## config.mk

```make
export PLATFORM = sky130hd
export DESIGN_NAME = alu_cmd_sequencer_flat
export DESIGN_NICKNAME = d
export VERILOG_FILES = /design/src/rtl/alu_ctrl_pkg.sv /design/src/rtl/alu_cmd_sequencer_if.sv /design/src/rtl/alu_cmd_sequencer.sv /design/src/flat_wrapper.sv
export SDC_FILE = /design/constraint.sdc
export NUM_CORES = 1
export LEC_CHECK = 0
export ABC_AREA = 1
export CORE_UTILIZATION = 41
export CTS_CLUSTER_DIAMETER = 200
export DETAILED_ROUTE_END_ITERATION = 8
export PLACE_DENSITY = 0.78
export SETUP_SLACK_MARGIN = 0.2
export SLEW_MARGIN = 20
export SYNTH_ARGS = -nofsm -noshare
export SYNTH_HDL_FRONTEND = slang
export SYNTH_SLANG_ARGS = --single-unit
export TNS_END_PERCENT = 1
```

## constraint.sdc

```tcl
create_clock -name CLK -period 1.7 [get_ports CLK]
set_clock_uncertainty 0.1 [all_clocks]
set_input_delay 0.17 -clock CLK [delete_from_list [all_inputs] [get_ports CLK]]
set_output_delay 0.17 -clock CLK [all_outputs]
set_load 0.05 [all_outputs]
```

## src/rtl/alu_ctrl_pkg.sv

```systemverilog
// rtl/alu_ctrl_pkg.sv - shared constants and state encoding for the ALU command sequencer
package alu_ctrl_pkg;

    localparam int DATA_WIDTH_DEF = 8;

    localparam logic [1:0] CLS_ARITH = 2'b00;
    localparam logic [1:0] CLS_LOGIC = 2'b01;
    localparam logic [1:0] CLS_CMP   = 2'b10;
    localparam logic [1:0] CLS_SHIFT = 2'b11;

    // Plain encoded constants keep the state register compatible with legacy tooling.
    typedef logic [2:0] state_t;
    localparam state_t ST_IDLE    = 3'd0;
    localparam state_t ST_GATE    = 3'd1;
    localparam state_t ST_EXEC    = 3'd2;
    localparam state_t ST_WAIT    = 3'd3;
    localparam state_t ST_SEND_LO = 3'd4;
    localparam state_t ST_SEND_HI = 3'd5;

endpackage

```

## src/rtl/alu_cmd_sequencer_if.sv

```systemverilog
// rtl/alu_cmd_sequencer_if.sv - command, ALU and TX byte signals of the ALU command sequencer
interface alu_cmd_sequencer_if
    import alu_ctrl_pkg::*;
#(
    parameter int DATA_WIDTH = DATA_WIDTH_DEF
) ();

    logic                      cmd_valid;
    logic                      cmd_ready;
    logic [3:0]                cmd_fun;
    logic [DATA_WIDTH-1:0]     cmd_a;
    logic [DATA_WIDTH-1:0]     cmd_b;
    logic                      alu_clk_en;
    logic                      alu_en;
    logic [3:0]                alu_fun;
    logic [DATA_WIDTH-1:0]     alu_a;
    logic [DATA_WIDTH-1:0]     alu_b;
    logic [2*DATA_WIDTH-1:0]   alu_out;
    logic                      alu_out_valid;
    logic [DATA_WIDTH-1:0]     tx_data;
    logic                      tx_valid;
    logic                      tx_ready;
    logic                      busy;
    logic                      err_timeout;

    modport master (
        input  cmd_valid, cmd_fun, cmd_a, cmd_b, alu_out, alu_out_valid, tx_ready,
        output cmd_ready, alu_clk_en, alu_en, alu_fun, alu_a, alu_b,
               tx_data, tx_valid, busy, err_timeout
    );

    modport slave (
        output cmd_valid, cmd_fun, cmd_a, cmd_b, alu_out, alu_out_valid, tx_ready,
        input  cmd_ready, alu_clk_en, alu_en, alu_fun, alu_a, alu_b,
               tx_data, tx_valid, busy, err_timeout
    );

endinterface

```

## src/rtl/alu_cmd_sequencer.sv

```systemverilog
// rtl/alu_cmd_sequencer.sv - runs one ALU operation per command and streams the result out as bytes
module alu_cmd_sequencer
    import alu_ctrl_pkg::*;
#(
    parameter int DATA_WIDTH = DATA_WIDTH_DEF,
    parameter int TIMEOUT    = 8
) (
    input  logic                 CLK,
    input  logic                 RST,
    alu_cmd_sequencer_if.master  bus
);

    localparam int                CNT_W    = $clog2(TIMEOUT);
    localparam logic [CNT_W-1:0]  CNT_LAST = CNT_W'(TIMEOUT - 1);

    state_t                    state;
    state_t                    next_state;
    logic [3:0]                fun_q;
    logic [DATA_WIDTH-1:0]     a_q;
    logic [DATA_WIDTH-1:0]     b_q;
    logic [2*DATA_WIDTH-1:0]   result;
    logic [CNT_W-1:0]          cnt;
    logic                      err_q;
    logic                      timed_out;

    // A result arriving on the last counted cycle takes priority over the abort.
    assign timed_out = (state == ST_WAIT) && !bus.alu_out_valid && (cnt == CNT_LAST);

    always_comb begin
        next_state = state;
        case (state)
            ST_IDLE:    if (bus.cmd_valid) next_state = ST_GATE;
            ST_GATE:    next_state = ST_EXEC;
            ST_EXEC:    next_state = ST_WAIT;
            ST_WAIT: begin
                if (bus.alu_out_valid)    next_state = ST_SEND_LO;
                else if (cnt == CNT_LAST) next_state = ST_IDLE;
            end
            ST_SEND_LO: if (bus.tx_ready)
                            next_state = (fun_q[3:2] == CLS_ARITH) ? ST_SEND_HI : ST_IDLE;
            ST_SEND_HI: if (bus.tx_ready) next_state = ST_IDLE;
            default:    next_state = ST_IDLE;
        endcase
    end

    always_ff @(posedge CLK) begin
        if (RST) begin
            state  <= ST_IDLE;
            fun_q  <= '0;
            a_q    <= '0;
            b_q    <= '0;
            result <= '0;
            cnt    <= '0;
            err_q  <= 1'b0;
        end else begin
            state <= next_state;
            err_q <= timed_out;
            if (state == ST_IDLE && bus.cmd_valid) begin
                fun_q <= bus.cmd_fun;
                a_q   <= bus.cmd_a;
                b_q   <= bus.cmd_b;
            end
            if (state == ST_EXEC)
                cnt <= '0;
            else if (state == ST_WAIT && cnt != CNT_LAST)
                cnt <= cnt + 1'b1;
            if (state == ST_WAIT && bus.alu_out_valid)
                result <= bus.alu_out;
        end
    end

    // Ready is masked by reset so the source never sees a handshake while held in reset.
    assign bus.cmd_ready   = (state == ST_IDLE) && !RST;
    assign bus.busy        = (state != ST_IDLE);
    assign bus.alu_clk_en  = (state == ST_GATE) || (state == ST_EXEC) || (state == ST_WAIT);
    assign bus.alu_en      = (state == ST_EXEC);
    assign bus.alu_fun     = fun_q;
    assign bus.alu_a       = a_q;
    assign bus.alu_b       = b_q;
    assign bus.tx_valid    = (state == ST_SEND_LO) || (state == ST_SEND_HI);
    assign bus.err_timeout = err_q;

    always_comb begin
        bus.tx_data = '0;
        if (state == ST_SEND_LO)
            bus.tx_data = result[DATA_WIDTH-1:0];
        else if (state == ST_SEND_HI)
            bus.tx_data = result[2*DATA_WIDTH-1:DATA_WIDTH];
    end

endmodule

```

## src/flat_wrapper.sv

```systemverilog
// flat-port wrapper written by rule: the top's interface ports become plain ports
module alu_cmd_sequencer_flat import alu_ctrl_pkg::*;
#(
    parameter int DATA_WIDTH = DATA_WIDTH_DEF,
    parameter int TIMEOUT    = 8
)
  (CLK, RST, bus_cmd_valid, bus_cmd_fun, bus_cmd_a, bus_cmd_b, bus_alu_out, bus_alu_out_valid, bus_tx_ready, bus_cmd_ready, bus_alu_clk_en, bus_alu_en, bus_alu_fun, bus_alu_a, bus_alu_b, bus_tx_data, bus_tx_valid, bus_busy, bus_err_timeout);
  alu_cmd_sequencer_if #(.DATA_WIDTH(DATA_WIDTH)) bus_i ();
  input  logic CLK;
  input  logic RST;
  input wire logic [$bits(bus_i.cmd_valid)-1:0] bus_cmd_valid;
  input wire logic [$bits(bus_i.cmd_fun)-1:0] bus_cmd_fun;
  input wire logic [$bits(bus_i.cmd_a)-1:0] bus_cmd_a;
  input wire logic [$bits(bus_i.cmd_b)-1:0] bus_cmd_b;
  input wire logic [$bits(bus_i.alu_out)-1:0] bus_alu_out;
  input wire logic [$bits(bus_i.alu_out_valid)-1:0] bus_alu_out_valid;
  input wire logic [$bits(bus_i.tx_ready)-1:0] bus_tx_ready;
  output wire logic [$bits(bus_i.cmd_ready)-1:0] bus_cmd_ready;
  output wire logic [$bits(bus_i.alu_clk_en)-1:0] bus_alu_clk_en;
  output wire logic [$bits(bus_i.alu_en)-1:0] bus_alu_en;
  output wire logic [$bits(bus_i.alu_fun)-1:0] bus_alu_fun;
  output wire logic [$bits(bus_i.alu_a)-1:0] bus_alu_a;
  output wire logic [$bits(bus_i.alu_b)-1:0] bus_alu_b;
  output wire logic [$bits(bus_i.tx_data)-1:0] bus_tx_data;
  output wire logic [$bits(bus_i.tx_valid)-1:0] bus_tx_valid;
  output wire logic [$bits(bus_i.busy)-1:0] bus_busy;
  output wire logic [$bits(bus_i.err_timeout)-1:0] bus_err_timeout;
  assign bus_i.cmd_valid = bus_cmd_valid;
  assign bus_i.cmd_fun = bus_cmd_fun;
  assign bus_i.cmd_a = bus_cmd_a;
  assign bus_i.cmd_b = bus_cmd_b;
  assign bus_i.alu_out = bus_alu_out;
  assign bus_i.alu_out_valid = bus_alu_out_valid;
  assign bus_i.tx_ready = bus_tx_ready;
  assign bus_cmd_ready = bus_i.cmd_ready;
  assign bus_alu_clk_en = bus_i.alu_clk_en;
  assign bus_alu_en = bus_i.alu_en;
  assign bus_alu_fun = bus_i.alu_fun;
  assign bus_alu_a = bus_i.alu_a;
  assign bus_alu_b = bus_i.alu_b;
  assign bus_tx_data = bus_i.tx_data;
  assign bus_tx_valid = bus_i.tx_valid;
  assign bus_busy = bus_i.busy;
  assign bus_err_timeout = bus_i.err_timeout;
  alu_cmd_sequencer #(.DATA_WIDTH(DATA_WIDTH), .TIMEOUT(TIMEOUT)) u_core (.CLK(CLK), .RST(RST), .bus(bus_i));
endmodule
```

==> out/results.tsv <==
metric	value	unit
start_util	0.4295	
crit_arrival	1320	ps
synth-simple-area-share	0.1981	
grt_max_degree	33	
fin_area	2912	µm²
drt_pass1_iterations	4	
finalCriticalPeriod	1590	ps
finalSetupViolations	0	
worstMarginPinSlew	503.0	ps
timing.fmax	628.7	MHz
cts_sinks	43	
ys_top_cells_by_area	dfxtp_1 (50%), a21oi_1 (11%), nand2_1 (8.1%)	
hold_class	in2reg	
totalWireLength	4.398	mm
cts-root-buf	clkbuf_8	
fin_nets	353	
wl_met1	1.907	mm
synth_mux_area_frac	0	
synth-compound-area-share	0.1930	
max_stage_delay	360	ps
via_per_inst	4.834	
io_buffers	74	
cts-buffers-inserted	5	
pwr_density_cell	1418	nW/µm²
synth-xor-area-share	0	
die_x	66.73	µm
ys_ff_latch	43	
critPathKind	reg2out	
place_area	2743	µm²
hold_buffers	0	
cellLeakagePower	1.114	nW
start_kind	flop	
seq_area_frac_synth	0.5011	
synth_top_area_frac	0.5011	
wl_met3	422	µm
cts_tree	done	
synth_top_family_by_area	simple AND/OR/NAND/NOR gates	
synth_cells	227	
diodes	0	
drc	0	
synth_top_area_cell	dfxtp_1	
grt_pass1_wl	7.162	mm
hold_viol	0	
htree_levels	2	
ant_nets	0	
ioPinCount	75	
end_kind	output port	
slew_headroom	0.6643	
drive_above_1_share	0.2412	
gr-total-overflow	0	
area_delta_synth_final	69.48	%
clk_latency	300	ps
ys.warnings.count	0	
rsz0062_at_grt	yes	
core	4000	µm²
synth_cell_type_count	19	
die-area	4453	µm²
antenna_found_initial	0	
cp_cell_sequence	inv_2 > nor2_4 > nand2_8 > o22ai_4 > buf_12	
multi_input_area	888.4	µm²
nFillCells	334	
finalMaxSlewViolations	0	
cap_viol_max_count	0	
finalCritPeriodShare	0.9356	
path_clk_slew	80	ps
fin_setup_tns	0	ps
ir_drop	0.0005724	V
avgSynthCellArea	7.568	µm²
cp.required	1430	ps
place_congestion	0.8168	
synth_nets	270	
dp_hpwl	3.155	mm
status	finished clean	
cpLargestDelayFamily	flip-flops	
wl_met2	2.014	mm
drtIter0Drc	90	
synthAdderAreaFrac	0.01457	
grt.total_usage	0.2137	
die_h	66.73	µm
netlist_area	1718	µm²
routedWlPerCell	12.18	µm
routed.top_layer	met4	
rows	23	
dr_total_vias	1745	
grt_pass1_vias	1663	
cpMaxStageDelayCell	dfxtp_4	
clk_path_buf_depth	2	
cp_max_fo	8	
critPathBufInv	2	
seq_area	867.1	µm²
stage by stage:
stage | cells | hold WS, ps | setup slack, ps | util | power, W
3_3_place_gp | 348 | 346.2 | 118.5 | 0.6856 | 0.003341
6_report | 361 | 345.8 | 109.5 | 0.7279 | 0.004130
2_1_floorplan | 227 | 139.1 | 126.2 | - | 0.002656
4_1_cts | 361 | 346.8 | 99.14 | 0.7244 | 0.004139
5_1_grt | 361 | 343.6 | 55.74 | 0.7279 | 0.004362
3_5_place_dp | 348 | 353.2 | 77.25 | 0.6856 | 0.003359
worst reg2reg max path, delay by kind of cell (launching register included):
| family | cells | cell delay (ps) |
|---|---|---|
| buffers and inverters | 2 | 310 |
| and+or+nand+nor | 3 | 550 |
| DFF | 1 | 350 |
| AOI/OAI and AO/OA | 1 | 110 |
routing by layer:
| layer | track usage | up-vias |
|---|---|---|
| met2 | 0.3662 | 70 |
| met1 | 0.2398 | 747 |
| met5 | 0 | - |
| li1 | - | 921 |
| met4 | 0.07979 | 0 |
| met3 | 0.07705 | 7 |
Yosys cell counts:
cell / number
dfxtp_1: 43
a21oi_1: 39
nand2_1: 37
inv_1: 27
nand3_1: 27
o21ai_0: 15
nor2_1: 11
o22ai_1: 8
clkbuf_1: 5
buf_2: 4
buf_4: 2
ha_1: 2
a31oi_1: 1
clkbuf_2: 1
nand2_2: 1
nor2_2: 1
nor4_1: 1
o21ai_1: 1
or2_0: 1
worst paths after layout:
check                      start                  end  slack, ps  cells past startpoint
max              u_core.state[2]       bus_tx_data[0]        110                      5
min                 bus_cmd_a[4]  u_core.bus.alu_a[4]        350                      3
max reg2reg      u_core.state[2]        u_core.cnt[0]        210                      6
min reg2reg  u_core.bus.alu_a[2]  u_core.bus.alu_a[2]        360                      2
timing repair:
action                                  4_1_cts  5_1_grt
buffers inserted                              5        0
pin swaps                                     3        1
endpoints found under the setup margin       26       33
gates resized for setup                       9        2
registers in the layout, indices dropped and copies added, names as in the netlist:
signal                  cells
u_core.result              16
u_core.bus.alu_b            8
u_core.cnt                  3
u_core.bus.err_timeout      1
u_core.state                3
u_core.bus.alu_fun          4
u_core.bus.alu_a            8
power breakdown:
group / internal [W] / switching [W] / total (W)
logic: 0.000824 / 0.00139 / 0.00222
registers: 0.00118 / 0.000104 / 0.00129
clock network: 0.000288 / 0.000339 / 0.000627
layout by cell type (no fill, tap or decap):
cell type,synthesis,final
clkdlybuf4s50_1,0,40
dfxtp_1,43,40
a21oi_1,39,39
buf_4,2,36
nand2_1,37,35
nand3_1,27,27
inv_1,27,25
o21ai_0,15,15
buf_12,0,12
o22ai_4,0,8
nor2_1,11,7
nor2_4,0,5
clkbuf_8,0,5
nand2_8,0,3
inv_2,0,2
ha_1,2,2
clkbuf_1,5,2
dfxtp_2,0,2
a31oi_1,1,1
or2_0,1,1
o21ai_1,1,1
nor4_1,1,1
clkinv_2,0,1
dfxtp_4,0,1
logic make-up (layout without fill, tap and decap cells):
logic type | count (synthesis) | after routing
and+or+nand+nor | 79 | 79
AOI/OAI and AO/OA | 64 | 64
DFF | 43 | 43
adders and majority gates | 2 | 2
buffers and inverters | 39 | 123
layout make-up:
cell class / count / area share
tap: 50 / 0.02149
clock buffer: 7 / 0.02621
multi-input combinational: 145 / 0.3051
sequential: 43 / 0.2978
inverter: 27 / 0.03481
timing repair buffer: 88 / 0.3128
clock inverter: 1 / 0.001719
Power figures use the tool's default switching activity.
